===== config.mk =====
export PLATFORM = sky130hd
export DESIGN_NAME = mem_stage
export DESIGN_NICKNAME = d
export VERILOG_FILES = /design/src/rtl/mem_stage_pkg.sv /design/src/rtl/mem_stage_load_align.sv /design/src/rtl/mem_stage.sv
export SDC_FILE = /design/constraint.sdc
export NUM_CORES = 1
export LEC_CHECK = 0
export ABC_AREA = 0
export ABC_CLOCK_PERIOD_IN_PS = 2400
export CAP_MARGIN = 5
export CORE_ASPECT_RATIO = 0.5
export CORE_MARGIN = 1.5
export CORE_UTILIZATION = 30
export CTS_BUF_LIST = sky130_fd_sc_hd__clkbuf_2 sky130_fd_sc_hd__clkbuf_4 sky130_fd_sc_hd__clkbuf_8
export DETAILED_ROUTE_END_ITERATION = 10
export SYNTH_ARGS = -nofsm -noshare
export SYNTH_HDL_FRONTEND = slang
export SYNTH_SLANG_ARGS = --single-unit

===== constraint.sdc =====
create_clock -name clk -period 2.4 [get_ports clk]
set_clock_uncertainty 0.15 [all_clocks]
set_input_delay 0.24 -clock clk [delete_from_list [all_inputs] [get_ports clk]]
set_output_delay 0.24 -clock clk [all_outputs]
set_load 0.03 [all_outputs]

===== src/rtl/mem_stage_pkg.sv =====
// Shared encodings and helpers for the memory stage: funct3 load/store
// encodings, FSM states, alignment and store-strobe rules.
package mem_stage_pkg;

    typedef enum logic [1:0] {
        S_IDLE = 2'd0,
        S_REQ  = 2'd1,
        S_WAIT = 2'd2,
        S_DONE = 2'd3
    } state_t;

    localparam logic [2:0] F3_LB  = 3'b000;
    localparam logic [2:0] F3_LH  = 3'b001;
    localparam logic [2:0] F3_LW  = 3'b010;
    localparam logic [2:0] F3_LBU = 3'b100;
    localparam logic [2:0] F3_LHU = 3'b101;
    localparam logic [2:0] F3_SB  = 3'b000;
    localparam logic [2:0] F3_SH  = 3'b001;
    localparam logic [2:0] F3_SW  = 3'b010;

    // Only funct3[1:0] carries the access size; bit 2 is the unsigned flag.
    function automatic logic misaligned(input logic [2:0] f3, input logic [1:0] a);
        return ((f3[1:0] == F3_LH[1:0]) && a[0]) ||
               ((f3[1:0] == F3_LW[1:0]) && (a != 2'b00));
    endfunction

    function automatic logic [3:0] store_strb(input logic [2:0] f3, input logic [1:0] a);
        case (f3)
            F3_SB:   return 4'b0001 << a;
            F3_SH:   return 4'b0011 << a;
            F3_SW:   return 4'b1111;
            default: return 4'b0000;
        endcase
    endfunction

endpackage


===== src/rtl/mem_stage_load_align.sv =====
// Load data extraction: shift the addressed byte/halfword down to bit 0,
// then sign- or zero-extend according to funct3.
module load_align
    import mem_stage_pkg::*;
(
    input  logic [31:0] rdata,
    input  logic [1:0]  a,
    input  logic [2:0]  funct3,
    output logic [31:0] data
);

    logic [31:0] sh;

    assign sh = rdata >> {a, 3'b000};

    always_comb begin
        data = sh;
        case (funct3)
            F3_LB:   data = {{24{sh[7]}}, sh[7:0]};
            F3_LH:   data = {{16{sh[15]}}, sh[15:0]};
            F3_LBU:  data = {24'd0, sh[7:0]};
            F3_LHU:  data = {16'd0, sh[15:0]};
            default: data = sh;
        endcase
    end

endmodule


===== src/rtl/mem_stage.sv =====
// Memory stage: stage register plus a single-outstanding bus access FSM
// that stalls upstream while a load/store is in flight.
module mem_stage
    import mem_stage_pkg::*;
#(
    parameter int MEM_TIMEOUT = 255
) (
    input  logic        clk,
    input  logic        rst,
    input  logic        inst_clear,
    input  logic [31:0] pc,
    input  logic [31:0] inst,
    input  logic [31:0] EX_result,
    input  logic [31:0] rs2_value,
    input  logic [4:0]  rd,
    input  logic [2:0]  funct3,
    input  logic        R_wen,
    input  logic        mem_wen,
    input  logic        mem_ren,
    input  logic [3:0]  csr_wen,
    input  logic [31:0] csrs,
    output logic        mem_stall,
    output logic        req_valid,
    input  logic        req_ready,
    output logic [31:0] req_addr,
    output logic        req_wen,
    output logic [3:0]  req_wstrb,
    output logic [31:0] req_wdata,
    input  logic        resp_valid,
    input  logic [31:0] resp_rdata,
    output logic [31:0] pc_next,
    output logic [31:0] inst_next,
    output logic [31:0] csrs_next,
    output logic [4:0]  rd_next,
    output logic [3:0]  csr_wen_next,
    output logic        R_wen_next,
    output logic [31:0] wb_data,
    output logic        misalign,
    output logic        bus_err
);

    localparam int CW = $clog2(MEM_TIMEOUT + 1);

    state_t      state, state_nx;
    logic [CW-1:0] cnt;

    logic [31:0] pc_r, inst_r, ex_r, rs2_r, csrs_r, ld_r;
    logic [4:0]  rd_r;
    logic [2:0]  f3_r;
    logic [3:0]  csr_wen_r;
    logic        rwen_r, mwen_r, mren_r, mis_r, err_r;

    logic        stall, cap_mem, cap_mis, to_hit, latch_ld, err_set;
    logic [31:0] ld_data;

    assign stall   = (state == S_REQ) || (state == S_WAIT);
    assign cap_mem = !inst_clear && (mem_ren || mem_wen);
    assign cap_mis = cap_mem && misaligned(funct3, EX_result[1:0]);
    assign to_hit  = (cnt == CW'(MEM_TIMEOUT - 1));

    load_align u_align (
        .rdata  (resp_rdata),
        .a      (ex_r[1:0]),
        .funct3 (f3_r),
        .data   (ld_data)
    );

    // A response arriving on the timeout cycle still wins in WAIT.
    always_comb begin
        state_nx = state;
        latch_ld = 1'b0;
        err_set  = 1'b0;
        case (state)
            S_IDLE, S_DONE: state_nx = (cap_mem && !cap_mis) ? S_REQ : S_IDLE;
            S_REQ: begin
                if (to_hit) begin
                    state_nx = S_DONE;
                    err_set  = 1'b1;
                end else if (req_ready) begin
                    state_nx = S_WAIT;
                end
            end
            S_WAIT: begin
                if (resp_valid) begin
                    state_nx = S_DONE;
                    latch_ld = 1'b1;
                end else if (to_hit) begin
                    state_nx = S_DONE;
                    err_set  = 1'b1;
                end
            end
            default: state_nx = S_IDLE;
        endcase
    end

    always_ff @(posedge clk) begin
        if (rst) begin
            state     <= S_IDLE;
            cnt       <= '0;
            pc_r      <= '0;
            inst_r    <= '0;
            ex_r      <= '0;
            rs2_r     <= '0;
            csrs_r    <= '0;
            ld_r      <= '0;
            rd_r      <= '0;
            f3_r      <= '0;
            csr_wen_r <= '0;
            rwen_r    <= 1'b0;
            mwen_r    <= 1'b0;
            mren_r    <= 1'b0;
            mis_r     <= 1'b0;
            err_r     <= 1'b0;
        end else begin
            state <= state_nx;
            cnt   <= stall ? cnt + 1'b1 : '0;
            err_r <= err_set;
            if (!stall) begin
                pc_r      <= pc;
                inst_r    <= inst;
                ex_r      <= EX_result;
                rs2_r     <= rs2_value;
                csrs_r    <= csrs;
                rd_r      <= rd;
                f3_r      <= funct3;
                rwen_r    <= R_wen && !inst_clear;
                mwen_r    <= mem_wen && !inst_clear;
                mren_r    <= mem_ren && !inst_clear;
                csr_wen_r <= inst_clear ? 4'd0 : csr_wen;
                mis_r     <= cap_mis;
                ld_r      <= '0;
            end
            if (latch_ld && mren_r)
                ld_r <= ld_data;
        end
    end

    assign mem_stall    = stall;
    assign req_valid    = (state == S_REQ);
    assign req_addr     = req_valid ? {ex_r[31:2], 2'b00} : 32'd0;
    assign req_wen      = req_valid && mwen_r;
    assign req_wstrb    = (req_valid && mwen_r) ? store_strb(f3_r, ex_r[1:0]) : 4'd0;
    assign req_wdata    = req_valid ? (rs2_r << {ex_r[1:0], 3'b000}) : 32'd0;

    assign pc_next      = pc_r;
    assign inst_next    = inst_r;
    assign csrs_next    = csrs_r;
    assign rd_next      = rd_r;
    assign csr_wen_next = stall ? 4'd0 : csr_wen_r;
    assign R_wen_next   = rwen_r && !stall && !mis_r && !err_r;
    assign wb_data      = mren_r ? ld_r : ex_r;
    assign misalign     = mis_r;
    assign bus_err      = err_r;

endmodule


# Word-level counts from Yosys, hierarchy flattened
# Index checks and enable logic that the tools add are counted.
[totals]
regBits = 219
out_inout_bits = 211
input_bits = 212
wordCells = 83
[classes]
bitwise_logic = 1
muxes = 21
n_shift = 4
reduce_logical = 27
n_eq_ne = 13
addsub = 1
[ops]
columns = ["operator", "count"]
rows = [
  ["$mux W32", 5],
  ["$pmux W32 S4", 1],
  ["$shl A32 B5 Y32", 1],
  ["$shr A32 B5 Y32", 1],
  ["$logic_and A1 B1 Y1", 13],
  ["$mux W4", 3],
  ["$pmux W4 S3", 1],
  ["$add A8 B1 Y8 const B", 1],
  ["$eq A8 B8 Y1 const B", 1],
  ["$mux W2", 4],
  ["$eq A2 B2 Y1 const B", 3],
  ["$eq A3 B3 Y1 const B", 2],
  ["$pmux W2 S3", 1],
  ["$logic_not A1 Y1", 5],
  ["$mux W1", 5],
  ["$eq A2 B1 Y1 const B", 2],
  ["$reduce_or A2 Y1", 2],
  ["$shl A1 B2 Y4 const A", 1],
  ["$shl A2 B2 Y4 const A", 1],
  ["$eq A3 B1 Y1 const B", 1],
  ["$eq A3 B2 Y1 const B", 1],
  ["$logic_not A3 Y1", 1],
  ["$logic_or A1 B1 Y1", 3],
  ["$ne A3 B1 Y1 const B", 1],
  ["7 further kinds", 7],
]

# Depth between registers and ports, before layout
[depth]
word_depth = 8
ltp_mapped = 9
depth_no_buf = 6

# Cells and area by module
# A second synthesis with hierarchy kept.
[hier_totals]
hier_cells = 1072
area_unflattened_um2 = 10226.1
[by_module_without_submodules]
columns = ["mod", "cells_each", "n_inst", "area_per_inst_um2", "seq_area_each_um2"]
rows = [
  ["mem_stage", 965, 1, 9531.6, 4384.2],
  ["load_align", 107, 1, 694.4, 0.0],
]

# Worst setup path before layout
# No wires, ideal clock.
[synth_timing]
kind = "reg-to-output"
startpoint = "register state[0]"
endpoint = "output R_wen_next"
required_time_ns = 2.010
stages_incl_launch_ff = 7
arrival_ns = 2.143
n_path_buf = 2
setup_slack_ns = -0.133
cell_sequence = "dfxtp_1 > inv_1 > ha_1 > buf_2 > inv_2 > clkbuf_1 > nor4b_1"
[synth_via]
elab_chain_cells = 6
word_cells_on_any_way = 7
classes_between = "eq/ne (2); reduce/logical (5)"
[synth_lines]
columns = ["item", "line", "text"]
rows = [
  ["start: declaration", "mem_stage.sv:44", "state_t state, state_nx;"],
  ["start signal: assignment", "mem_stage.sv:115", "state <= state_nx;"],
  ["$eq A2 B1 Y1 or $eq A2 B2 Y1 (tied branches)", "mem_stage.sv:56", "assign stall = (state == S_REQ) || (state == S_WAIT);"],
  ["$logic_or A1 B1 Y1 *", "mem_stage.sv:56", ""],
  ["$logic_not A1 Y1 *", "mem_stage.sv:150", "assign R_wen_next = rwen_r && !stall && !mis_r && !err_r;"],
  ["$logic_and A1 B1 Y1 * (3 in series)", "mem_stage.sv:150", ""],
  ["end: declaration", "mem_stage.sv:36", "output logic R_wen_next,"],
]
# Every way passes the cells marked *; elsewhere a longest branch is shown, timed or not.

# Worst setup path in the final report
[layout_timing]
startpoint = "register state[0]"
endpoint = "output csr_wen_next[1]"
[layout_via]
elab_chain_cells = 3
word_cells_on_any_way = 4
classes_between = "eq/ne (2); mux (1); reduce/logical (1)"
[layout_lines]
columns = ["item", "line", "text"]
rows = [
  ["$eq A2 B1 Y1 or $eq A2 B2 Y1 (tied branches)", "mem_stage.sv:56", ""],
  ["$logic_or A1 B1 Y1 *", "mem_stage.sv:56", ""],
  ["$mux W4 *", "mem_stage.sv:149", "assign csr_wen_next = stall ? 4'd0 : csr_wen_r;"],
  ["end: declaration", "mem_stage.sv:35", "output logic [3:0] csr_wen_next,"],
]
# Marked as above.

==> implementation parameters <==
Parameter                              Value

Status
  Outcome ... finished, final reports clean

CTS
  CTS clk-pin slew, worst paths ... 0.06 ns
  Number of buffers created by CTS ... 36
  Root buffer selected by CTS ... clkbuf_8
  CTS tree ... yes
  Clock network latency to the later pin of the worst-skew pair ... 0.53 ns
  Depth of the CTS H-tree ... 2
  Clock Tree Buf Depth ... 3
  Clk sinks ... 219

Setup path
  Critical Path, Cell by Cell ... inv_1 > ha_4 > buf_16 > and2_1 > buf_4
  Setup crit start kind ... flip-flop
  Origin of the critical flop-to-flop path ... state[0]
  Sort of element at the end of the critical path ... output port
  Delay of the slowest critical-path stage ... roughly 0.37 ns
  Type of the worst setup path ... reg -> out
  Data required time at the worst endpoint ... about 2 ns
  Arrival time worst endpoint ... between 1.5 and 2 ns
  Critical Path Start ... state[0]
  Highest fanout seen on the critical path ... 41
  Worst-path cell with the longest stage delay ... dfxtp_4
  FF-to-FF path depth ... 6

Drt
  Routed wire length ... roughly 34 mm
  Vias ... 8,749
  Detailed Route Iter0 Violations ... 388
  DR pass1 iterations ... 5
  Residual DRC ... 0
  Routed vias/inst ... 4.676
  Number of nets with antenna violations after routing ... 0
  Routed WL per cell ... 18.42 um

Layout
  Total area of sequential cells ... between 4000 and 5000 um^2
  Area used by multi-input combinational logic ... 5019 um^2
  Synth-to-layout area growth ... 54.66%
  Most frequent cells in the layout ... clkdlybuf4s50_1 (314), dfxtp_1 (215), nor2_1 (202), mux2i_1 (201), buf_4 (90)
  Final net count ... 1,633
  Share of post-route cells with drive strength above 1 ... 0.1647
  Diode count ... 0
  Leading cell type in the layout, fill and taps excluded ... clkdlybuf4s50_1
  Filler cell count ... 2,991
  Final instance count without filler cells ... between 1.5k and 2k

Yosys
  Cell count after synthesis ... 1,007
  Post-synth cell types ... 52
  Number of synthesized register bits ... 219
  Post-synth design cell area ... 9756 um^2
  Warning count from the yosys run ... 0
  Area share of the leading cell type in the synthesized netlist ... 0.4494
  Fraction of synthesis flops using an asynchronous set or reset pin ... 0
  Library cell occupying the most area in the post-synthesis netlist ... dfxtp_1
  Sequential cell area fraction in the yosys report ... 0.4494
  Top cells by area in the synthesized netlist ... dfxtp_1 (45%), mux2i_1 (21%), nor2_1 (7.8%), mux2_2 (4.0%), and2_1 (3.3%)
  Prevailing post-synth register cell ... dfxtp_1
  Mean instance size in the synthesized netlist ... 9.688 um^2
  Number of synthesized flops with an enable pin ... 0

Global route
  Overall routing resource usage ... 0.1931
  Congestion Overflow GR ... 0
  Number of antenna violations at the first check in global routing ... 0
  Maximum number of pins on one net before global-route repair ... 186
  Number of global-route vias before repair ... 8,855
  First-pass GRT wire length ... 50.89 mm

STA
  Portion of the clock cycle consumed by the worst path in the final layout ... 0.9751
  Peak Freq ... 0.4273 GHz
  Shortest period the worst path allows ... 2.340 ns
  # setup viols final ... 0
  Final Slew Violations ... 0
  Relative max-transition margin ... 0.3018
  Number of hold-slack violations in the final timing report ... 0
  Fin worst setup slack ... 0.05977 ns
  Actual slew at the worst max-slew pin ... 1.047 ns
  Setup repair after global routing missed its margin ... yes

Worst hold path
  Class of the tightest hold or removal check ... in -> reg
  Count of cells along the worst hold path ... 3
  Origin of the worst min-delay path ... pc[31]

Pwr
  Part of the power in registers ... 0.304
  Proportion of total power due to net switching ... 0.4005
  PnR Total Power ... 16.49 mW
  Switching power summed over all nets ... 6.604 mW
  IR Drop Worst-Case VDD ... ~0.73 mV
  Pwr dens ... ~1100 nW/um^2
  Part of the total power dissipated in combinational logic ... 0.489
  Lkg Pwr ... 6.995 nW
  Clock share of power ... 0.206
  Pint ... ~9.9 mW

Floorplanning
  Die span in x ... ~260 um
  Floorplan core area ... 31,830 um^2
  Die Area ... 33,670 um^2
  Chip Height ... 130.5 um
  Total I/O pin count ... 423
  Initial Utilization ... 0.3065
  Number of cell rows ... 46

Place
  RePlAce Congestion ... 0.8426
  Total instance count after detailed placement ... 1,803
  Detailed placer's ending HPWL ... 25.09 mm
  Minimum setup slack after placement ... 0.2890 ns
  Number of buffer cells added on primary ports ... 420

Flow run
  Number of violations of the max-capacitance limit ... 0
[sequential cells by signal, summed over array words and instances (netlist names)]
register   count
ex_r          32
mren_r         1
bus_err        1
cnt            8
misalign       1
inst_next     32
pc_next       32
rs2_r         32
csrs_next     32
csr_wen_r      4
ld_r          32
state          2
rd_next        5
mwen_r         1
f3_r           3
rwen_r         1
[repair_timing]
item                       in CTS  in global routing
gates cloned                    1                  0
setup endpoints to repair      76                 28
gates resized for setup        36                 20
hold endpoints to repair        9                  0
setup buffers                   4                  2
hold buffers                    1                  0
pin swaps                       0                  3
[power groups by stage]
stage                     clock network (mW)  logic [mW]  registers, mW
after floorplan                            0        4.51           5.71
after global placement                     0        7.82           5.03
after detailed placement                   0        7.90           5.05
after CTS                               3.55        8.05           5.00
after global routing                    3.72        8.59           5.11
final                                   3.40        8.07           5.01
[per-layer routing]
| layer | wire (um) | GRT usage |
|---|---|---|
| met5 | 0 | 0 |
| met4 | 896 | 0.06777 |
| met3 | 1376 | 0.03954 |
| met2 | 17530 | 0.3450 |
| met1 | 14670 | 0.2334 |
[synthesized netlist by cell type, types with 6 or more instances]
cell and instances:
nor2b_1 6, nor2_1 202, mux2_1 12, nand2_1 37
a211oi_1 11, a22oi_1 21, clkbuf_1 29, o21ai_1 7
buf_2 33, o2bb2ai_1 7, buf_1 6, mux2_2 35
o21ai_2 10, o21ai_0 10, and2_1 51, dfxtp_1 219
a21oi_1 22, o211ai_1 7, buf_4 10, mux2i_1 201
o211a_1 8, nand3_1 14
[layout make-up]
type                    instances  area share
clock buffers                  55     0.04644
clock inverters                 5    0.001907
inverters                       5    0.001576
multi-input cells             704      0.3326
flip-flops and latches        219      0.2914
well taps                     432     0.03582
repair buffers                451      0.2902
[critical path, delay by kind of cell, from the launching register on]
family / cells / cell delay (ns)
DFF: 1 / 0.37
buffers and inverters: 3 / 0.50
adders and majority gates: 1 / 0.36
and+or+nand+nor: 1 / 0.18
[cell families after synthesis]
logic type,after synthesis,share of synthesized area
XOR/XNOR,5,0.004490
AO/OA/AOI/OAI,112,0.08144
other,1,0.0003844
adder cells (fa/ha/maj),4,0.005130
buffers and inverters,85,0.04232
flip-flops,219,0.4494
multiplexers,250,0.2642
AND/OR/NAND/NOR,331,0.1526
[stage by stage]
step	TNS [ns]	utilization	area, um^2	hold WS (ns)
final	0	0.4741	15090	0.1586
after detailed placement	0	0.4468	14220	0.3280
after global routing	-0.09045	0.4741	15090	0.1303
after CTS	-0.1440	0.4717	15010	0.1131
after global placement	0	0.4468	14220	0.3186
after floorplan	-0.1246	-	9766	0.2259
[path summary, 6_finish.rpt]
path	slack, ns	to
worst min register to register	0.34	mwen_r
worst max-delay path	0.06	csr_wen_next[1]
worst min-delay path	0.16	pc_next[31]
worst max register to register	0.26	csrs_next[24]
Note: power is estimated with default switching activity, not from simulation.
